## config.mk

```make
export PLATFORM = sky130hd
export DESIGN_NAME = sdp_ram_arbiter
export DESIGN_NICKNAME = d
export VERILOG_FILES = /design/src/rtl/mem_tile_pkg.sv /design/src/rtl/rr_arb2.sv /design/src/rtl/sdp_ram_arbiter.sv
export SDC_FILE = /design/constraint.sdc
export NUM_CORES = 1
export LEC_CHECK = 0
export ABC_AREA = 1
export CORE_UTILIZATION = 38
export DETAILED_ROUTE_END_ITERATION = 7
export PLACE_DENSITY = 0.87
export SETUP_SLACK_MARGIN = 0.05
export SKIP_LAST_GASP = 1
export SYNTH_ARGS = -nofsm -noshare
export SYNTH_HDL_FRONTEND = slang
export SYNTH_SLANG_ARGS = --single-unit
export TNS_END_PERCENT = 10
```

## constraint.sdc

```tcl
create_clock -name clock -period 3.29 [get_ports clock]
set_clock_uncertainty 0.2 [all_clocks]
set_input_delay 0.4935 -clock clock [delete_from_list [all_inputs] [get_ports clock]]
set_output_delay 0.4935 -clock clock [all_outputs]
set_load 0.02 [all_outputs]
```

## src/rtl/mem_tile_pkg.sv

```systemverilog
// ----------------------------------------------------------------------------
// mem_tile_pkg : shared constants, request classes and helpers for the memory tile
// Rev 1.0
// ----------------------------------------------------------------------------
`default_nettype none

package mem_tile_pkg;

   localparam int REQ_CGRA = 0;
   localparam int REQ_HOST = 1;

   typedef enum logic [1:0] {
      REQ_IDLE  = 2'd0,
      REQ_READ  = 2'd1,
      REQ_WRITE = 2'd2
   } req_class_e;

   function automatic int num_bytes(input int data_width, input int lane_width);
      return data_width / lane_width;
   endfunction

   // A valid request with no byte enables set is a read.
   function automatic req_class_e classify(input logic valid, input logic any_we);
      if (!valid)
         return REQ_IDLE;
      else if (any_we)
         return REQ_WRITE;
      else
         return REQ_READ;
   endfunction

endpackage

`default_nettype wire

```

## src/rtl/rr_arb2.sv

```systemverilog
// ----------------------------------------------------------------------------
// rr_arb2 : two-input round-robin arbiter, pointer toggles after each contested grant
// Rev 1.0
// ----------------------------------------------------------------------------
`default_nettype none

module rr_arb2 (
   input  logic       clock,
   input  logic       reset,
   input  logic [1:0] i_req,
   output logic [1:0] o_grant
);

   logic r_ptr;
   logic w_contend;

   assign w_contend = &i_req;

   always_comb begin
      o_grant = 2'b00;
      if (!reset) begin
         if (w_contend)
            o_grant = r_ptr ? 2'b10 : 2'b01;
         else
            o_grant = i_req;
      end
   end

   always_ff @(posedge clock or posedge reset) begin
      if (reset)
         r_ptr <= 1'b0;
      else if (w_contend)
         r_ptr <= ~r_ptr;
   end

endmodule

`default_nettype wire

```

## src/rtl/sdp_ram_arbiter.sv

```systemverilog
// ----------------------------------------------------------------------------
// sdp_ram_arbiter : shares one SDP byte-enable RAM between two requesters
// Rev 1.0
// ----------------------------------------------------------------------------
`default_nettype none

module sdp_ram_arbiter
   import mem_tile_pkg::*;
#(
   parameter  int DATA_WIDTH       = 32,
   parameter  int ADDR_WIDTH       = 8,
   parameter  int ADDRESSABLE_SIZE = 8,
   parameter  int CNT_WIDTH        = 16,
   localparam int NUM_BYTES        = num_bytes(DATA_WIDTH, ADDRESSABLE_SIZE)
) (
   input  logic                  clock,
   input  logic                  reset,

   input  logic                  r0_valid,
   input  logic [NUM_BYTES-1:0]  r0_we,
   input  logic [ADDR_WIDTH-1:0] r0_addr,
   input  logic [DATA_WIDTH-1:0] r0_wdata,
   output logic                  r0_ready,
   output logic                  r0_rsp_valid,
   output logic [DATA_WIDTH-1:0] r0_rsp_data,

   input  logic                  r1_valid,
   input  logic [NUM_BYTES-1:0]  r1_we,
   input  logic [ADDR_WIDTH-1:0] r1_addr,
   input  logic [DATA_WIDTH-1:0] r1_wdata,
   output logic                  r1_ready,
   output logic                  r1_rsp_valid,
   output logic [DATA_WIDTH-1:0] r1_rsp_data,

   output logic [NUM_BYTES-1:0]  ram_wren,
   output logic [ADDR_WIDTH-1:0] ram_wraddress,
   output logic [DATA_WIDTH-1:0] ram_data,
   output logic                  ram_rden,
   output logic [ADDR_WIDTH-1:0] ram_rdaddress,
   input  logic [DATA_WIDTH-1:0] ram_q,

   output logic [CNT_WIDTH-1:0]  stall_cnt
);

   logic [1:0]            w_valid;
   logic [1:0]            w_wr_req;
   logic [1:0]            w_rd_req;
   logic [1:0]            w_wr_gnt;
   logic [1:0]            w_rd_gnt;
   logic [1:0]            w_ready;
   logic                  w_stall;
   logic                  w_fwd;
   logic [DATA_WIDTH-1:0] w_rsp_word;

   logic [1:0]            r_rsp_valid;
   logic                  r_rd_any;
   logic [ADDR_WIDTH-1:0] r_rd_addr;
   logic [ADDR_WIDTH-1:0] r_wr_addr;
   logic [NUM_BYTES-1:0]  r_wr_we;
   logic [DATA_WIDTH-1:0] r_wr_data;
   logic [CNT_WIDTH-1:0]  r_stall_cnt;

   assign w_valid[REQ_CGRA]  = r0_valid;
   assign w_valid[REQ_HOST]  = r1_valid;
   assign w_wr_req[REQ_CGRA] = (classify(r0_valid, |r0_we) == REQ_WRITE);
   assign w_wr_req[REQ_HOST] = (classify(r1_valid, |r1_we) == REQ_WRITE);
   assign w_rd_req[REQ_CGRA] = (classify(r0_valid, |r0_we) == REQ_READ);
   assign w_rd_req[REQ_HOST] = (classify(r1_valid, |r1_we) == REQ_READ);

   rr_arb2 u_wr_arb (
      .clock   (clock),
      .reset   (reset),
      .i_req   (w_wr_req),
      .o_grant (w_wr_gnt)
   );

   rr_arb2 u_rd_arb (
      .clock   (clock),
      .reset   (reset),
      .i_req   (w_rd_req),
      .o_grant (w_rd_gnt)
   );

   assign w_ready  = w_wr_gnt | w_rd_gnt;
   assign r0_ready = w_ready[REQ_CGRA];
   assign r1_ready = w_ready[REQ_HOST];
   assign w_stall  = |(w_valid & ~w_ready);

   always_comb begin
      ram_wren      = '0;
      ram_wraddress = '0;
      ram_data      = '0;
      if (w_wr_gnt[REQ_CGRA]) begin
         ram_wren      = r0_we;
         ram_wraddress = r0_addr;
         ram_data      = r0_wdata;
      end else if (w_wr_gnt[REQ_HOST]) begin
         ram_wren      = r1_we;
         ram_wraddress = r1_addr;
         ram_data      = r1_wdata;
      end
   end

   always_comb begin
      ram_rden      = |w_rd_gnt;
      ram_rdaddress = '0;
      if (w_rd_gnt[REQ_CGRA])
         ram_rdaddress = r0_addr;
      else if (w_rd_gnt[REQ_HOST])
         ram_rdaddress = r1_addr;
   end

   // Snapshot both ports so a same-address collision can be patched up when ram_q returns.
   always_ff @(posedge clock or posedge reset) begin
      if (reset) begin
         r_rsp_valid <= '0;
         r_rd_any    <= 1'b0;
         r_rd_addr   <= '0;
         r_wr_addr   <= '0;
         r_wr_we     <= '0;
         r_wr_data   <= '0;
      end else begin
         r_rsp_valid <= w_rd_gnt;
         r_rd_any    <= ram_rden;
         r_rd_addr   <= ram_rdaddress;
         r_wr_addr   <= ram_wraddress;
         r_wr_we     <= ram_wren;
         r_wr_data   <= ram_data;
      end
   end

   assign w_fwd = r_rd_any && (|r_wr_we) && (r_rd_addr == r_wr_addr);

   for (genvar b = 0; b < NUM_BYTES; b++) begin : g_byte_fwd
      assign w_rsp_word[b*ADDRESSABLE_SIZE +: ADDRESSABLE_SIZE] =
         (w_fwd && r_wr_we[b]) ? r_wr_data[b*ADDRESSABLE_SIZE +: ADDRESSABLE_SIZE]
                               : ram_q[b*ADDRESSABLE_SIZE +: ADDRESSABLE_SIZE];
   end

   assign r0_rsp_valid = r_rsp_valid[REQ_CGRA];
   assign r1_rsp_valid = r_rsp_valid[REQ_HOST];
   assign r0_rsp_data  = r_rsp_valid[REQ_CGRA] ? w_rsp_word : '0;
   assign r1_rsp_data  = r_rsp_valid[REQ_HOST] ? w_rsp_word : '0;

   always_ff @(posedge clock or posedge reset) begin
      if (reset)
         r_stall_cnt <= '0;
      else if (w_stall && (r_stall_cnt != {CNT_WIDTH{1'b1}}))
         r_stall_cnt <= r_stall_cnt + 1'b1;
   end

   assign stall_cnt = r_stall_cnt;

endmodule

`default_nettype wire

```

# Yosys cells after proc, flatten, opt, wreduce, memory -nomap -nowiden
# Cells that the tools add are included.
# word_totals
ff_bits	73
inputBits	124
output_inout_bits	137
elab_cells	59
# op_classes
addsub	1
eq_ne	6
n_mux	24
n_bitwise	5
reduce_logical	14
# ops
op	count
32-bit two-way mux	4
8-bit two-way mux	8
2-bit two-way mux	10
16-bit by 1-bit adder with 16-bit output, second input constant	1
16-bit inequality test, second input constant	1
4-bit OR reduction	3
8-bit equality test	1
4-bit two-way mux	2
1-bit logical AND	7
2-bit by 1-bit equality test with 1-bit output, second input constant	2
2-bit equality test, second input constant	2
2-bit AND reduction	2
2-bit OR reduction	2
2-bit bitwise AND	1
1-bit inverter	2
2-bit inverter	1
2-bit bitwise OR	1

# Logic depth before layout (Yosys ltp)
# depth
depth_word	12
mapped_depth	12

# Modules after synthesis
# Synthesis repeated with hierarchy kept, for this count alone.
# unflattened
cells_unflattened	664
area_unflattened_um2	4635.7
# by_module_without_submodules
module	n_inst	cells_per_inst	area_each_um2	seq_area_each_um2
sdp_ram_arbiter	1	634	4478.0	1776.7
rr_arb2	2	15	78.8	25.0

# Least setup slack after synthesis
# No wires, ideal clock.
# synth_path
path_kind	input-to-output
start	in r1_we[3]
end	out ram_data[25]
arrival_ps	1679
path_slack_ps	918
cell_stages	9
n_path_buf	2
cell_sequence	nor2_1 nand2_1 nand2_1 nor2_1 nand2_1 buf_2 buf_2 nand3_1 o21ai_0
# synth_via
elab_chain_len	9
# synth_rtl
item	line	rtl
start: declaration	sdp_ram_arbiter.sv:28	input logic [NUM_BYTES-1:0] r1_we,
4-bit OR reduction (*)	sdp_ram_arbiter.sv:66	assign w_wr_req[REQ_HOST] = (classify(r1_valid, |r1_we) == REQ_WRITE);
2-bit two-way mux (*)	mem_tile_pkg.sv:26	else if (any_we)
2-bit two-way mux (*)	mem_tile_pkg.sv:24	if (!valid)
2-bit equality test (*)	sdp_ram_arbiter.sv:66	
2-bit AND reduction	rr_arb2.sv:17	assign w_contend = &i_req;
2-bit two-way mux (*)	rr_arb2.sv:22	if (w_contend)
2-bit two-way mux (*)	rr_arb2.sv:21	if (!reset) begin
32-bit two-way mux	sdp_ram_arbiter.sv:97	end else if (w_wr_gnt[REQ_HOST]) begin
32-bit two-way mux (*)	sdp_ram_arbiter.sv:93	if (w_wr_gnt[REQ_CGRA]) begin
end: declaration	sdp_ram_arbiter.sv:37	output logic [DATA_WIDTH-1:0] ram_data,
# Mark *: on every way between the ends. The rest lies on a longest branch, timed or not.

# Final worst setup path
# layout_path
start	in r0_we[3]
end	out ram_wren[2]
# layout_via
elab_chain_len	9
# layout_rtl
item	line	rtl
start: declaration	sdp_ram_arbiter.sv:20	input logic [NUM_BYTES-1:0] r0_we,
4-bit OR reduction (*)	sdp_ram_arbiter.sv:65	assign w_wr_req[REQ_CGRA] = (classify(r0_valid, |r0_we) == REQ_WRITE);
2-bit two-way mux (*)	mem_tile_pkg.sv:26	
2-bit two-way mux (*)	mem_tile_pkg.sv:24	
2-bit equality test (*)	sdp_ram_arbiter.sv:65	
2-bit AND reduction	rr_arb2.sv:17	
2-bit two-way mux (*)	rr_arb2.sv:22	
2-bit two-way mux (*)	rr_arb2.sv:21	
4-bit two-way mux	sdp_ram_arbiter.sv:97	
4-bit two-way mux (*)	sdp_ram_arbiter.sv:93	
end: declaration	sdp_ram_arbiter.sv:35	output logic [NUM_BYTES-1:0] ram_wren,
# Marked as above.

==> key figures <==
Power and ir drop
  – Overall power: 2.86 mW
  – VDD IR-drop max: 0.000336 V
  – Leak pwr: 4.04 nW
  – Pwr dens: 357 nW/um2

Clock network
  – CTS tree: yes
  – H-tree depth: 3
  – CTS Buf Count: 9
  – Clock Pin Slew Worst Setup and Hold Paths: 0.06 ns
  – Root buffer cell: clkbuf_16
  – Clock Sinks: 73
  – Clk_lat worst skew: 0.32 ns
  – Max clock buf depth: 2

STA
  – TNS Setup: -1.74 ns
  – Final Hold Vio Count: 0
  – RSZ-0062 raised after global routing: true
  – Fmax: 294 MHz
  – Fin crit share: 103%
  – Max_slew headroom: 70.9%
  – Worst setup margin: -0.113 ns
  – Worst Hold Slack: 0.328 ns
  – Worst-margin pin slew: 0.433 ns
  – Max Slew Vio Count: 0
  – Minimum clock period: 3.40 ns
  – Final setup fails: 30

Drt
  – Remaining DRCs: 0
  – Routed WL per cell: 14.1 um
  – Number of routed nets with antenna violations: 0
  – Initial DRT Pass Iterations: 4
  – Via/cell ratio: 4.75
  – Final wirelength: 15.7 mm
  – DR iter-0 viols: 249
  – Vias: 5296

Worst setup path
  – Worst Setup Start Kind: input port
  – R2r startpoint: stall_cnt[0]$_DFFE_PP0P_
  – Critical Path Start: r0_we[3]
  – R2R Setup Slk: 1.22 ns
  – Setup crit end: ram_wren[2]
  – Critical path class: input port to output port
  – Critical Path AT: 2.71 ns
  – Setup crit end kind: output port
  – R2R cell count: 9
  – Worst EP required: 2.60 ns
  – RR Endpoint: stall_cnt[7]$_DFFE_PP0P_
  – Max FO, Critical Path: 26

Synthesis
  – Async set-reset flop share out of synthesis: 100%
  – Distinct cell type count of the synthesized netlist: 23
  – Synthesized instance count: 662
  – Primary FF master, synth: dfrtp_1
  – Most numerous cell in the Yosys netlist: inv_1
  – FF+latch count, synth: 73
  – Register area share after synthesis: 41.2%
  – Synth top area share: 41.2%
  – Yosys top cell by area: dfrtp_1
  – Commonest cells in the netlist: inv_1, nand2_1, nor2_1
  – EDFF count, synth: 0
  – Yosys Warn Count: 0
  – Syn Std Cell Area: 4440 um2
  – Synth area leaders: dfrtp_1, inv_1, nand2_1
  – Syn Nets: 787
  – Avg Synthesized Cell Area: 6.70 um2

Floorplanning
  – Initial Util: 38.9%
  – Die height: 110 um
  – Die area: 12100 um2
  – Rows: 39
  – I/O Pins: 261
  – Die X: 110 um
  – Core outline area: 11400 um2

Layout
  – Share of layout cells above drive strength 1: 9.56%
  – Final Non-Filler Cells: 1116
  – Area growth, synth to finish: 80.4%
  – Inserted Diodes: 0
  – Nets: 1093

Global routing
  – GR Overflow Total: 0
  – Initial antenna violation count: 0
  – Pin count of the biggest net entering global routing: 62
  – Total GRT Usage: 25.9%
  – Vias in the first global route: 4847
  – First-pass GRT wire length: 23.8 mm

Placement
  – DP HPWL: 12.2 mm
  – Placed cells: 1098
  – PortBufs: 260
  – GP Congestion: 0.850

Hold path
  – HP Class: flip-flop to flip-flop

Outcome
  – Status: finished, violations left
  – Failing checks: setup timing

Flow run
  – Number of max-cap violations: 0
[final cells by class]
cell class | count | area (um2)
Tap cell | 143 | 179
Inverter | 143 | 537
Clock inverter | 6 | 67.6
Fill cell | 962 | 3410
Timing Repair Buffer | 327 | 3210
Multi-Input combinational cell | 414 | 1950
Clock buffer | 10 | 229
Sequential cell | 73 | 1830
[sequential cells by signal (all words and copies together), names as in the netlist]
name            count
r_rsp_valid         2
r_wr_data          32
r_rd_addr           8
stall_cnt          16
r_wr_addr           8
u_rd_arb.r_ptr      1
r_rd_any            1
u_wr_arb.r_ptr      1
r_wr_we             4
[logic make-up after synthesis]
group / count (synthesis) / share of synthesized area [%]
xor gates and xnor gates: 12 / 2.37
DFF: 73 / 41.2
AOI/OAI and AO/OA: 56 / 6.79
and+or+nand+nor: 345 / 34.0
adders and majority gates: 1 / 0.282
buffers and inverters: 175 / 15.4
[power breakdown]
part | leakage (nW) | internal, mW | switching [mW] | total, mW
combinational | 2.93 | 0.430 | 0.420 | 0.850
sequential | 0.974 | 0.974 | 0.0589 | 1.03
clock | 0.139 | 0.590 | 0.384 | 0.974
total | 4.04 | 1.99 | 0.862 | 2.86
[how the worst min path moves through the flow]
stage,slack [ns],startpoint,endpoint,cells past startpoint
2_1_floorplan,0.26,u_rd_arb.r_ptr$_DFFE_PP0P_,u_rd_arb.r_ptr$_DFFE_PP0P_,2
3_3_place_gp,0.28,u_rd_arb.r_ptr$_DFFE_PP0P_,u_rd_arb.r_ptr$_DFFE_PP0P_,2
3_5_place_dp,0.31,u_rd_arb.r_ptr$_DFFE_PP0P_,u_rd_arb.r_ptr$_DFFE_PP0P_,2
4_1_cts,0.32,u_wr_arb.r_ptr$_DFFE_PP0P_,u_wr_arb.r_ptr$_DFFE_PP0P_,2
5_1_grt,0.35,stall_cnt[1]$_DFFE_PP0P_,stall_cnt[1]$_DFFE_PP0P_,2
6_report,0.33,u_wr_arb.r_ptr$_DFFE_PP0P_,u_wr_arb.r_ptr$_DFFE_PP0P_,2
[what timing repair did]
item                       in CTS  in global routing
hold buffers                    0                  0
gates resized for setup         9                 11
setup endpoints to repair     110                116
pin swaps                       1                  0
buffers inserted                2                  0
[per-stage QoR]
stage	cell area [um2]	setup slack [ns]	utilization, %
finish	8010	-0.113	70.1
global route	8010	-0.190	70.1
CTS	7980	-0.156	69.9
detailed placement	7640	-0.208	66.9
global placement	7640	-0.169	66.9
floorplan	4440	0.743	-
[worst max-delay path, stage by stage]
cell and delay [ns]:
clkdlybuf4s50_1 0.53, nor2_1 0.06, nand2_1 0.10, nand2_1 0.09, nor2_1 0.18, o21ai_4 0.14
buf_12 0.18, o21ai_0 0.26, clkdlybuf4s50_1 0.66
[per-layer routing]
metal	share of wire, %	GRT usage, %	wire [um]
met1	39	30.0	6140
met2	52	47.1	8150
met3	6.7	5.47	1060
met4	2.4	8.38	377
met5	0	0	0
[cell usage in the layout, fill, tap and decap left out, types with 2 or more instances in the layout]
cell type,n
xnor2_1,4
xor2_1,8
buf_4,60
nor3_1,6
nand4_1,34
inv_1,142
clkdlybuf4s50_1,247
dlymetal6s2s_1,10
dlygate4sd2_1,3
clkinvlp_4,2
o21ai_1,3
clkbuf_16,9
buf_12,7
nand3_1,64
nand2_1,141
dfrtp_1,73
o21ai_0,40
nand3_2,4
nor2_1,90
o22ai_1,11
No activity file was read; power rests on OpenSTA's default activity.
